$ cat src/rtl/mem_arb_pkg.sv
// Shared definitions for the two-master memory arbiter.
//   DATA_W / ADDR_W / SEL_W : wishbone bus widths used on every port
//   arb_state_e             : arbiter FSM states
package mem_arb_pkg;

  localparam int DATA_W = 128;
  localparam int ADDR_W = 28;
  localparam int SEL_W  = 16;

  typedef enum logic [1:0] {
    IDLE    = 2'd0,
    GRANT_I = 2'd1,
    GRANT_D = 2'd2
  } arb_state_e;

endpackage

$ cat src/rtl/arb_watchdog.sv
// Grant watchdog: counts cycles spent in a grant and flags the cycle on which
// the count reaches TIMEOUT_CYCLES-1.
//   clk, rst_n : clock, asynchronous active-low reset
//   clear      : zero the count (arbiter idle)
//   enable     : advance the count (arbiter granted)
//   expired    : high during the last permitted granted cycle
module arb_watchdog #(
  parameter int TIMEOUT_CYCLES = 1024
) (
  input  logic clk,
  input  logic rst_n,
  input  logic clear,
  input  logic enable,
  output logic expired
);

  localparam int CNT_W = (TIMEOUT_CYCLES > 1) ? $clog2(TIMEOUT_CYCLES) : 1;
  localparam logic [CNT_W-1:0] LAST = CNT_W'(TIMEOUT_CYCLES - 1);

  logic [CNT_W-1:0] count;

  // NOTE: sequential state is written with non-blocking assignments only, so
  // every register samples the pre-edge value of every other register.
  always_ff @(posedge clk or negedge rst_n) begin
    if (!rst_n) begin
      count <= '0;
    end else if (clear) begin
      count <= '0;
    end else if (enable) begin
      // The arbiter always leaves the grant on the LAST cycle, so the count
      // never needs to advance beyond it.
      count <= count + 1'b1;
    end
  end

  assign expired = enable && (count == LAST);

endmodule

$ cat src/rtl/mem_arbiter.sv
// Arbitrates icache and dcache wishbone masters onto a single L2 port.
// dcache has priority, but icache is granted after STARVE_LIMIT consecutive
// dcache grants taken while it was waiting. A watchdog retries and abandons
// any grant lasting TIMEOUT_CYCLES cycles without ack/rty.
//   clk, rst_n              : clock, asynchronous active-low reset
//   i_* (cyc..dat_m / ack..): icache master request / slave response
//   d_*                     : dcache master request / slave response
//   m_*                     : request to / response from the L2 port
//   timeout_err             : sticky, set by any watchdog timeout
module mem_arbiter
  import mem_arb_pkg::*;
#(
  parameter int STARVE_LIMIT   = 4,
  parameter int TIMEOUT_CYCLES = 1024
) (
  input  logic              clk,
  input  logic              rst_n,
  input  logic              i_cyc,
  input  logic              i_stb,
  input  logic              i_we,
  input  logic [SEL_W-1:0]  i_sel,
  input  logic [ADDR_W-1:0] i_adr,
  input  logic [DATA_W-1:0] i_dat_m,
  output logic              i_ack,
  output logic              i_rty,
  output logic [DATA_W-1:0] i_dat_s,
  input  logic              d_cyc,
  input  logic              d_stb,
  input  logic              d_we,
  input  logic [SEL_W-1:0]  d_sel,
  input  logic [ADDR_W-1:0] d_adr,
  input  logic [DATA_W-1:0] d_dat_m,
  output logic              d_ack,
  output logic              d_rty,
  output logic [DATA_W-1:0] d_dat_s,
  output logic              m_cyc,
  output logic              m_stb,
  output logic              m_we,
  output logic [SEL_W-1:0]  m_sel,
  output logic [ADDR_W-1:0] m_adr,
  output logic [DATA_W-1:0] m_dat_m,
  input  logic              m_ack,
  input  logic              m_rty,
  input  logic [DATA_W-1:0] m_dat_s,
  output logic              timeout_err
);

  localparam int SW = (STARVE_LIMIT > 0) ? $clog2(STARVE_LIMIT + 1) : 1;
  localparam logic [SW-1:0] STARVE_MAX = SW'(STARVE_LIMIT);

  arb_state_e    state, next_state;
  logic [SW-1:0] starve_cnt, starve_next;

  logic i_valid, d_valid;
  logic granted_i, granted_d, in_idle;
  logic grant_cyc, expired, timeout_fire, grant_done;

  assign i_valid   = i_cyc & i_stb;
  assign d_valid   = d_cyc & d_stb;
  assign in_idle   = (state == IDLE);
  assign granted_i = (state == GRANT_I);
  assign granted_d = (state == GRANT_D);

  // A grant ends on any L2 response, on timeout, or when the owner abandons
  // the cycle. An L2 response in the timeout cycle takes precedence.
  assign grant_cyc    = (granted_i & i_cyc) | (granted_d & d_cyc);
  assign timeout_fire = expired & ~m_ack & ~m_rty;
  assign grant_done   = m_ack | m_rty | timeout_fire | ~grant_cyc;

  arb_watchdog #(
    .TIMEOUT_CYCLES (TIMEOUT_CYCLES)
  ) u_watchdog (
    .clk     (clk),
    .rst_n   (rst_n),
    .clear   (in_idle),
    .enable  (~in_idle),
    .expired (expired)
  );

  // NOTE: every signal assigned in an always_comb gets a default at the top,
  // so no path through the block leaves it unassigned (no latch).
  always_comb begin
    next_state  = state;
    starve_next = starve_cnt;
    case (state)
      IDLE: begin
        if (i_valid && (!d_valid || starve_cnt == STARVE_MAX)) begin
          next_state  = GRANT_I;
          starve_next = '0;
        end else if (d_valid) begin
          next_state = GRANT_D;
          // Reaching here with icache waiting implies starve_cnt is below
          // STARVE_MAX, so the increment cannot overflow the limit.
          if (i_valid) starve_next = starve_cnt + 1'b1;
        end
      end
      GRANT_I, GRANT_D: begin
        if (grant_done) next_state = IDLE;
      end
      default: next_state = IDLE;
    endcase
  end

  always_comb begin
    m_cyc   = 1'b0;
    m_stb   = 1'b0;
    m_we    = 1'b0;
    m_sel   = '0;
    m_adr   = '0;
    m_dat_m = '0;
    if (granted_i) begin
      m_cyc   = i_cyc & ~timeout_fire;
      m_stb   = i_stb & ~timeout_fire;
      m_we    = i_we;
      m_sel   = i_sel;
      m_adr   = i_adr;
      m_dat_m = i_dat_m;
    end else if (granted_d) begin
      m_cyc   = d_cyc & ~timeout_fire;
      m_stb   = d_stb & ~timeout_fire;
      m_we    = d_we;
      m_sel   = d_sel;
      m_adr   = d_adr;
      m_dat_m = d_dat_m;
    end
  end

  // Ack only reaches an owner that still holds cyc; an abandoned cycle gets none.
  assign i_ack   = granted_i & i_cyc & m_ack;
  assign i_rty   = granted_i & (m_rty | timeout_fire);
  assign d_ack   = granted_d & d_cyc & m_ack;
  assign d_rty   = granted_d & (m_rty | timeout_fire);
  assign i_dat_s = m_dat_s;
  assign d_dat_s = m_dat_s;

  always_ff @(posedge clk or negedge rst_n) begin
    if (!rst_n) begin
      state       <= IDLE;
      starve_cnt  <= '0;
      timeout_err <= 1'b0;
    end else begin
      state      <= next_state;
      starve_cnt <= starve_next;
      if (timeout_fire) timeout_err <= 1'b1;
    end
  end

endmodule

$ cat config.mk
export PLATFORM = sky130hd
export DESIGN_NAME = mem_arbiter
export DESIGN_NICKNAME = d
export VERILOG_FILES = /design/src/rtl/mem_arb_pkg.sv /design/src/rtl/arb_watchdog.sv /design/src/rtl/mem_arbiter.sv
export SDC_FILE = /design/constraint.sdc
export NUM_CORES = 1
export LEC_CHECK = 0
export ABC_CLOCK_PERIOD_IN_PS = 2600
export BUFFER_PORTS_ARGS = -buffer_cell sky130_fd_sc_hd__buf_2
export CAP_MARGIN = 20
export CORE_AREA = 2 2 356 358
export CTS_CLUSTER_DIAMETER = 120
export DETAILED_ROUTE_END_ITERATION = 16
export DIE_AREA = 0 0 358 360
export SLEW_MARGIN = 5
export SYNTH_ARGS = -nofsm -noshare
export SYNTH_HDL_FRONTEND = slang
export SYNTH_SLANG_ARGS = --single-unit
$ cat constraint.sdc
create_clock -name clk -period 2.6 [get_ports clk]
set_clock_uncertainty 0.15 [all_clocks]
set_input_delay 0.65 -clock clk [delete_from_list [all_inputs] [get_ports clk]]
set_output_delay 0.65 -clock clk [all_outputs]
set_load 0.02 [all_outputs]
==> qor.csv, run 1 <==
metric;value;unit
outcome;finished with violations;
failing checks;negative setup slack;
number of global-route vias before repair;7474;
min Tclk post-route;2720;ps
largest area contributor in the netlist;buf_4;
fin nets;1742;
Clk network pwr share;3.1;%
die area;129000;um^2
Worst-path clk slew;50;ps
root buffer cell;clkbuf_16;
Worst EP required;1800;ps
Hold Violations, Final;0;
drt initial violations;542;
#FFs+latches synth;16;
Die X-Extent;358;um
largest net degree at the start of global routing;29;
pre-CTS WS;-355;ps
CP Class;reg2out;
worst flop-to-flop path startpoint;state[0]$_DFFE_PN0P_;
Startpoint Class;flop;
Routed Antenna Nets;0;
sequential share of power;3.1;%
first-pass GRT wire length;98600;um
Reg2Reg Depth;9;
layout cell share with drive strength beyond 1;68.7;%
clock buffer depth;2;
Hold-fix buffers, CTS;0;
TritonCTS buffer count;3;
global placer's final weighted congestion;1.07;
YS warnings;0;
Tot GR Track Use;12.5;%
antenna violations before repair;59;
fin util;9.44;%
clk_lat worst skew;240;ps
Post-Syn Area;5250;um^2
post-DR wirelength/cell;29.9;um
I/O pin cnt;918;
fin crit share;105;%
Hold Path Class;in2async;
P_sw;5.99;mW
FMAX;0.367;GHz
post-synthesis sequential area ratio;7.63;%
Area growth syn-to-layout;125;%
Synth area leaders;buf_4 37%, nand2_1 25%, o21ai_0 17%;
Cells after Synth;935;
Int Power;4.65;mW
DP HPWL;76700;um
htree depth;1;
Vias/cell;2.78;
sw frac;56.3;%
worst slew pin tran;389;ps
DR DRC count;0;
crit end category;output port;
Max Cap Violations;0;
Power Density;903;nW/um^2
Die H;360;um
CTS tree;built;
fin. max-slew vios;0;
drt pass-1 iters;7;
unique cell type count in the Yosys netlist;32;
WL final;87200;um
RSZ-0062 raised after global routing;yes;
Vias;8128;
Comb power frac;93.8;%
Std-Cell Rows;130;
Critical Path Source;state[0]$_DFFE_PN0P_;
Mapped Nets;1423;
total grt overflow;0;
Starting Density;4.20;%
syn avg cell area;5.61;um^2
Synth top area share;36.9;%
clock sinks;16;
IO buf count;533;
Core ar.;125000;um^2
maximum VDD drop;0.308;mV
Worst Path Arrival;1920;ps
worst setup margin;-124;ps
LEAKAGE;5.05;nW
CP max FO;9;
Slew HR;74.0;%
final-report setup violation count;86;
==> worst max-delay path: stages (launching register included) <==
cell and delay [ps]:
dfrtp_2 430, inv_2 90, ha_4 170, buf_12 180, buf_6 150, clkbuf_16 180, nand2_1 60, o21ai_1 130
buf_4 210
==> through the flow <==
step,hold slack (ps),instance area (um^2),power [mW],setup TNS (ps),std cells
3_3_place_gp,300,9040,7.56,-3980,2863
5_1_grt,203,11800,11.2,-10960,2914
6_report,175,11800,10.6,-4870,2921
3_5_place_dp,305,9040,7.59,-5080,2863
4_1_cts,189,10600,9.74,-7010,2892
2_1_floorplan,204,5250,3.65,0,935
==> power by group through the flow <==
stage / Combinational [mW] / Sequential [mW] / Clock [mW]
finish: 9.99 / 0.328 / 0.327
global route: 10.5 / 0.332 / 0.350
CTS: 9.07 / 0.328 / 0.335
detailed placement: 7.26 / 0.333 / 0
global placement: 7.23 / 0.329 / 0
floorplan: 3.32 / 0.320 / 0
==> synth_stat cells <==
master	number
buf_2	1
or3_1	2
nand2_1	354
xnor2_1	3
nand3b_1	1
o311ai_0	1
nand2b_1	3
ha_1	6
a21oi_1	5
or4_1	1
and3_1	2
o21ai_0	180
or2_1	1
nor2_1	10
nand4_1	3
and2b_1	1
clkbuf_1	52
buf_4	258
a211o_1	1
a22oi_1	1
a31o_1	1
xor2_1	3
nand3_1	6
nor2b_1	4
nor4_4	1
dfrtp_1	16
buf_1	5
nor3_1	1
inv_1	9
o31ai_1	1
and4_1	1
nand4_2	1
==> area by class of cell <==
class / count / area, um^2
antenna: 18 / 45.0
clock buffer: 4 / 88.8
fill: 14500 / 113000
inverter: 9 / 33.8
multi-input combinational: 594 / 3930
sequential: 16 / 402
tap: 1650 / 2060
timing repair buffer: 630 / 5240
==> final timing paths <==
kind	slack (ps)	to
worst max register to register	210	state[0]$_DFFE_PN0P_
worst min register to register	320	timeout_err$_DFFE_PN0P_
min in group clk	320	timeout_err$_DFFE_PN0P_
worst max-delay path	-120	m_dat_m[61]
max in group asynchronous	1820	state[0]$_DFFE_PN0P_
worst min-delay path	180	timeout_err$_DFFE_PN0P_
==> repair_timing <==
action | in CTS | in global routing
resized for setup | 326 | 321
endpoints found under the setup margin | 173 | 169
cloned | 9 | 7
buffers inserted | 17 | 11
pin swaps | 24 | 106
==> cells in the final DEF (no fill, tap or decap), types with 2 or more instances in the layout <==
master | synthesis | final
buf_2 | 1 | 362
nand2_1 | 354 | 258
buf_4 | 258 | 97
buf_6 | 0 | 90
o21ai_2 | 0 | 86
buf_12 | 0 | 57
nand2_4 | 0 | 56
o21ai_1 | 0 | 50
nand2_2 | 0 | 40
o21ai_4 | 0 | 32
diode_2 | 0 | 18
dfrtp_1 | 16 | 15
o21ai_0 | 180 | 12
clkbuf_16 | 0 | 10
nor2_1 | 10 | 9
buf_16 | 0 | 8
inv_1 | 9 | 7
buf_8 | 0 | 7
nand3_1 | 6 | 6
a21oi_1 | 5 | 4
nand4_1 | 3 | 3
xor2_1 | 3 | 3
xnor2_1 | 3 | 3
nor2b_1 | 4 | 3
ha_4 | 0 | 3
ha_1 | 6 | 3
or3_1 | 2 | 2
inv_2 | 0 | 2
and3_1 | 2 | 2
nand2b_1 | 3 | 2
==> state kept, by name, summed over array words and instances (netlist names) <==
| register | flops |
|---|---|
| u_watchdog.count | 10 |
| starve_cnt | 3 |
| state | 2 |
| timeout_err | 1 |
==> per-layer routing <==
metal | vias to the layer above | part of all wire (%) | global-route usage, % | wire [um]
met4 | 50 | 3.4 | 2.58 | 2990
met3 | 184 | 18 | 10.0 | 16100
met2 | 854 | 41 | 18.7 | 36000
li1 | 3399 | - | - | -
met1 | 3641 | 36 | 13.5 | 31600
met5 | - | 0.61 | 1.25 | 532
==> cell families (layout without fill, tap and decap cells) <==
kind of cell,after synthesis,after routing,share of synthesized area [%]
AND/OR/NAND/NOR,392,392,29.7
buffers and inverters,325,643,41.7
AO/OA/AOI/OAI,190,190,18.4
flip-flops,16,16,7.63
adder cells (fa/ha/maj),6,6,1.43
XOR/XNOR,6,6,1.00
other,0,18,0
Note: power is estimated with default switching activity, not from simulation.
==> run 2, diff against run 1 <==
==> constraint.sdc (replaced) <==
create_clock -name clk -period 2.6 [get_ports clk]
set_clock_uncertainty 0.15 [all_clocks]
set_input_delay 0.65 -clock clk [delete_from_list [all_inputs] [get_ports clk]]
set_output_delay 0.65 -clock clk [all_outputs]
set_load 0.1 [all_outputs]
==> run 2 against run 1 <==
  * Critical path depth decreased by 1
  * Clock power is essentially flat
  * The run still ends with negative setup slack left
  * Sequential share of layout area is 0.79 points lower
  * Largest cell class unchanged
  * Wire length shrank 2.1%
  * Sequential power is essentially flat
  * Via count fell by 0.75%
  * Power rose by 90%
  * Maximum frequency down 1.7%
  * Non-clock buffer count increased by 54
==> qor.csv, run 2 (synthesis results as in run 1) <==
metric;value;unit
first-pass GRT wire length;97200;um
failing checks;negative setup slack;
Vias/cell;2.72;
fin. max-slew vios;0;
FF/Latch Area;400;um^2
Worst path most repeated cell;buf_12;
number of global-route vias before repair;7786;
Placed Cells;2887;
drt initial violations;295;
Top reg by flops;u_watchdog.count;
antenna violations before repair;39;
area of placed instances;12300;um^2
Hold Violations, Final;0;
DR DRC count;0;
final-report setup violation count;167;
most frequent cells in the layout;354 x buf_2, 216 x nand2_1, 209 x buf_12, 128 x o21ai_4, 73 x nand2_4;
footprint of the multi-input gates;5070;um^2
Std-Cell Rows;130;
LEAKAGE;6.20;nW
most common cell after layout, fill and taps aside;buf_2;
post-DR wirelength/cell;28.7;um
WL final;85400;um
Worst EP required;1800;ps
Area growth syn-to-layout;192;%
Power Density;1320;nW/um^2
Hold Path Class;in2async;
setup TNS;-12550;ps
crit end category;output port;
largest net degree at the start of global routing;30;
Slew HR;68.0;%
min Tclk post-route;2770;ps
DP HPWL;75000;um
critical-path cell list;inv_2 > ha_4 > buf_12 > buf_12 > nand2_1 > o21ai_4 > buf_12;
htree depth;1;
Largest stage delay, worst path;420;ps
CP Class;reg2out;
Max Cap Violations;0;
Starting Density;4.20;%
FILL cells;14200;
clock buffer depth;2;
CP max FO;16;
IO buf count;533;
max reg flops;10;
die area;129000;um^2
Vias;8067;
worst flop-to-flop path startpoint;state[1]$_DFFE_PN0P_;
root buffer cell;clkbuf_16;
M2 GR Usage;18.6;%
Worst Path Arrival;1970;ps
Routed Antenna Nets;0;
Critical Path Source;state[0]$_DFFE_PN0P_;
FMAX;0.361;GHz
biggest regs;u_watchdog.count: 10 flops, starve_cnt: 3 flops, state: 2 flops;
Final Non-Filler Cells;2971;
outcome;finished with violations;
global placer's final weighted congestion;0.826;
TritonCTS buffer count;3;
clk_lat worst skew;250;ps
Startpoint Class;flop;
I/O pin cnt;918;
met3 Use GR;7.63;%
fin nets;1796;
Die H;360;um
Worst path slowest cell;dfrtp_1;
worst setup margin;-172;ps
Tot GR Track Use;12.1;%
total power draw;20.3;mW
drt pass-1 iters;5;
clock sinks;16;
total grt overflow;0;
fin crit share;107;%
maximum VDD drop;0.502;mV
Worst-path clk slew;50;ps
GR peak layer;met2;
CTS tree;built;
Core ar.;125000;um^2
Die X-Extent;358;um
global routing usage on met1;13.9;%
worst slew pin tran;484;ps
post-route cell area;15300;um^2
RSZ-0062 raised after global routing;yes;
layout cell share with drive strength beyond 1;77.3;%
run 2: cell types whose count changed in the layout (fill, tap and decap cells not counted), sizes merged:
cell / before / now
buf: 621 / 668
diode: 18 / 14
bufbuf: 1 / 0
clkbuf: 12 / 20
run 2: cell type report:
cell class / count / share of cell area, %
antenna: 14 / 0.229
clock buffer: 4 / 0.580
inverter: 9 / 0.221
multi-input combinational: 594 / 33.1
sequential: 16 / 2.62
tap: 1650 / 13.5
timing repair buffer: 684 / 49.7
run 2: stage by stage:
stage                     util [%]  hold slack [ps]  worst slack, ps
after floorplan                  -              204            -1550
after global placement        9.86              293             -498
after detailed placement      9.86              297             -528
after CTS                     11.0              174             -193
after global routing          12.2              196             -215
final                         12.3              162             -172
run 2: worst max-delay path, delay by kind of cell (launching register included):
kind	cells	cell delay, ps
flip-flops	1	420
AND/OR/NAND/NOR	1	90
adder cells (fa/ha/maj)	1	180
buffers and inverters	4	700
AO/OA/AOI/OAI	1	250
run 2: where the power goes:
group	internal (mW)	switching (mW)	total, mW
Combinational	6.86	12.7	19.6
Clock	0.234	0.0949	0.328
Sequential	0.287	0.0434	0.331
run 2: metal layers:
layer  wire length (um)  part of all wire [%]  up-vias
li1                   -                     -     3499
met3              12700                    15      117
met1              32800                    38     3662
met2              37000                    43      767
met4               2600                   3.0       22
met5                269                  0.32        -
run 2: path summary, 6_finish.rpt:
check / end / slack, ps / cells past startpoint
worst max-delay path: m_dat_m[62] / -170 / 7
max in group asynchronous: starve_cnt[1]$_DFFE_PN0P_ / 1880 / 1
worst min register to register: timeout_err$_DFFE_PN0P_ / 310 / 1
worst min-delay path: u_watchdog.count[4]$_DFF_PN0_ / 160 / 1
worst max register to register: state[0]$_DFFE_PN0P_ / 320 / 8
min in group clk: timeout_err$_DFFE_PN0P_ / 310 / 1
run 2: repair_timing:
action / in CTS / in global routing
endpoints found under the setup margin: 175 / 179
pin swaps: 44 / 90
buffers inserted: 21 / 27
hold buffers: 0 / 0
resized for setup: 255 / 229
gates cloned: 9 / 14
==> run 3, diff against run 2 <==
--- a/config.mk
+++ b/config.mk
@@ -5,7 +5,7 @@
 export SDC_FILE = /design/constraint.sdc
 export NUM_CORES = 1
 export LEC_CHECK = 0
-export ABC_CLOCK_PERIOD_IN_PS = 2600
+export ABC_CLOCK_PERIOD_IN_PS = 2700
 export BUFFER_PORTS_ARGS = -buffer_cell sky130_fd_sc_hd__buf_2
 export CAP_MARGIN = 20
 export CORE_AREA = 2 2 356 358
==> constraint.sdc (replaced) <==
create_clock -name clk -period 2.7 [get_ports clk]
set_clock_uncertainty 0.15 [all_clocks]
set_input_delay 0.675 -clock clk [delete_from_list [all_inputs] [get_ports clk]]
set_output_delay 0.675 -clock clk [all_outputs]
set_load 0.1 [all_outputs]
==> run 3 against run 2 <==
  * Flip-flop and latch count stayed put
  * First-iteration DRC count is 33% higher
  * Cell area is 1.1% higher
  * Die area stayed put
  * Via count is 0.72% higher
  * Sequential share of layout area hardly changed
  * The run still ends with negative setup slack left
  * Combinational power hardly changed
  * Critical path depth stayed put
  * Count of clock-buffer cells in the layout stayed put
==> qor.csv, run 3 (synthesis results as in run 1) <==
metric;value;unit
Area growth syn-to-layout;195;%
layout cell share with drive strength beyond 1;74.5;%
footprint of the multi-input gates;5000;um^2
fin nets;1793;
Min Hold Slack;201;ps
Std-Cell Rows;130;
total grt overflow;0;
final-report setup violation count;137;
CTS tree;built;
Vias/cell;2.75;
first-pass GRT wire length;99100;um
Die H;360;um
Hold-fix buffers, CTS;0;
Vias;8125;
DR DRC count;0;
clock buffer depth;2;
Core ar.;125000;um^2
Hold Path Class;in2async;
fin. max-slew vios;0;
IO buf count;533;
DR WL met2;36500;um
outcome;finished with violations;
Routed Antenna Nets;0;
RSZ-0062 raised after global routing;yes;
global placer's final weighted congestion;0.831;
most common cell after layout, fill and taps aside;buf_2;
FF/Latch Area;400;um^2
worst setup margin;-190;ps
total power draw;20.0;mW
LEAKAGE;5.95;nW
most frequent cells in the layout;354 x buf_2, 253 x nand2_1, 210 x buf_12, 166 x o21ai_4, 78 x nand2_2;
max reg flops;10;
biggest regs;u_watchdog.count: 10 flops, starve_cnt: 3 flops, state: 2 flops;
Worst Path Arrival;2070;ps
root buffer cell;clkbuf_16;
Tot GR Track Use;12.4;%
WL final;87000;um
post-route cell area;15500;um^2
failing checks;negative setup slack;
number of global-route vias before repair;7904;
Worst-path clk slew;50;ps
Slew HR;67.4;%
Top reg by flops;u_watchdog.count;
crit end category;output port;
CP Class;reg2out;
antenna violations before repair;40;
CP max FO;7;
FILL cells;14300;
highest routed layer;met5;
Starting Density;4.20;%
die area;129000;um^2
worst slew pin tran;483;ps
drt initial violations;392;
clock sinks;16;
Die X-Extent;358;um
I/O pin cnt;918;
FMAX;0.346;GHz
clk_lat worst skew;250;ps
drt pass-1 iters;5;
post-DR wirelength/cell;29.4;um
routed wl met3;15000;um
Power Density;1290;nW/um^2
htree depth;1;
Reg2Reg Depth;8;
Hold Violations, Final;0;
area of placed instances;12500;um^2
Startpoint Class;flop;
min Tclk post-route;2890;ps
M1 WL;33300;um
largest net degree at the start of global routing;75;
maximum VDD drop;0.500;mV
DP HPWL;73900;um
fin crit share;107;%
Max Cap Violations;0;
Worst EP required;1880;ps
TritonCTS buffer count;3;
[run 3: repair_timing]
item | 4_1_cts | 5_1_grt
gates resized for setup | 267 | 143
cloned | 20 | 19
pin swaps | 95 | 64
setup buffers | 31 | 21
endpoints found under the setup margin | 171 | 178
[run 3: path summary, 6_finish.rpt]
kind | start | end | slack [ps]
worst max-delay path | state[0]$_DFFE_PN0P_ | m_dat_m[120] | -190
worst max register to register | state[1]$_DFFE_PN0P_ | state[1]$_DFFE_PN0P_ | 320
min in group clk | timeout_err$_DFFE_PN0P_ | timeout_err$_DFFE_PN0P_ | 330
worst min-delay path | rst_n | timeout_err$_DFFE_PN0P_ | 200
worst min register to register | timeout_err$_DFFE_PN0P_ | timeout_err$_DFFE_PN0P_ | 330
max in group asynchronous | rst_n | u_watchdog.count[3]$_DFF_PN0_ | 1920
[run 3: critical path, stage by stage, from the launching register on]
cell	delay, ps
dfrtp_1	400
buf_6	130
ha_4	190
buf_16	170
buf_12	160
buf_12	180
o21ai_4	300
buf_12	220
[run 3: report_power, final]
| part | total (mW) | internal, mW | switching, mW |
|---|---|---|---|
| logic | 19.3 | 6.90 | 12.4 |
| registers | 0.315 | 0.276 | 0.0381 |
| clock network | 0.323 | 0.225 | 0.0975 |
[run 3: final cells by class]
class / count / share of cell area, %
Clock buffer: 4 / 0.574
Tap cell: 1650 / 13.3
Multi-Input combinational cell: 594 / 32.3
Antenna cell: 5 / 0.0808
Inverter: 9 / 0.218
Sequential cell: 16 / 2.59
Timing Repair Buffer: 681 / 50.9
[run 3: layer usage]
metal / vias to the layer above / GRT usage, %
met1: 3679 / 14.2
met3: 128 / 9.43
met2: 797 / 18.5
met5: - / 0.0377
met4: 38 / 1.53
li1: 3483 / -
[run 3: metrics by stage]
step	setup slack, ps	setup TNS (ps)	util, %	std cells
3_5_place_dp	-490	-2820	10.0	2868
5_1_grt	-216	-19390	12.4	2956
2_1_floorplan	-1560	-69880	-	935
3_3_place_gp	-882	-4800	10.0	2867
6_report	-190	-9350	12.4	2959
4_1_cts	-178	-13180	11.7	2922
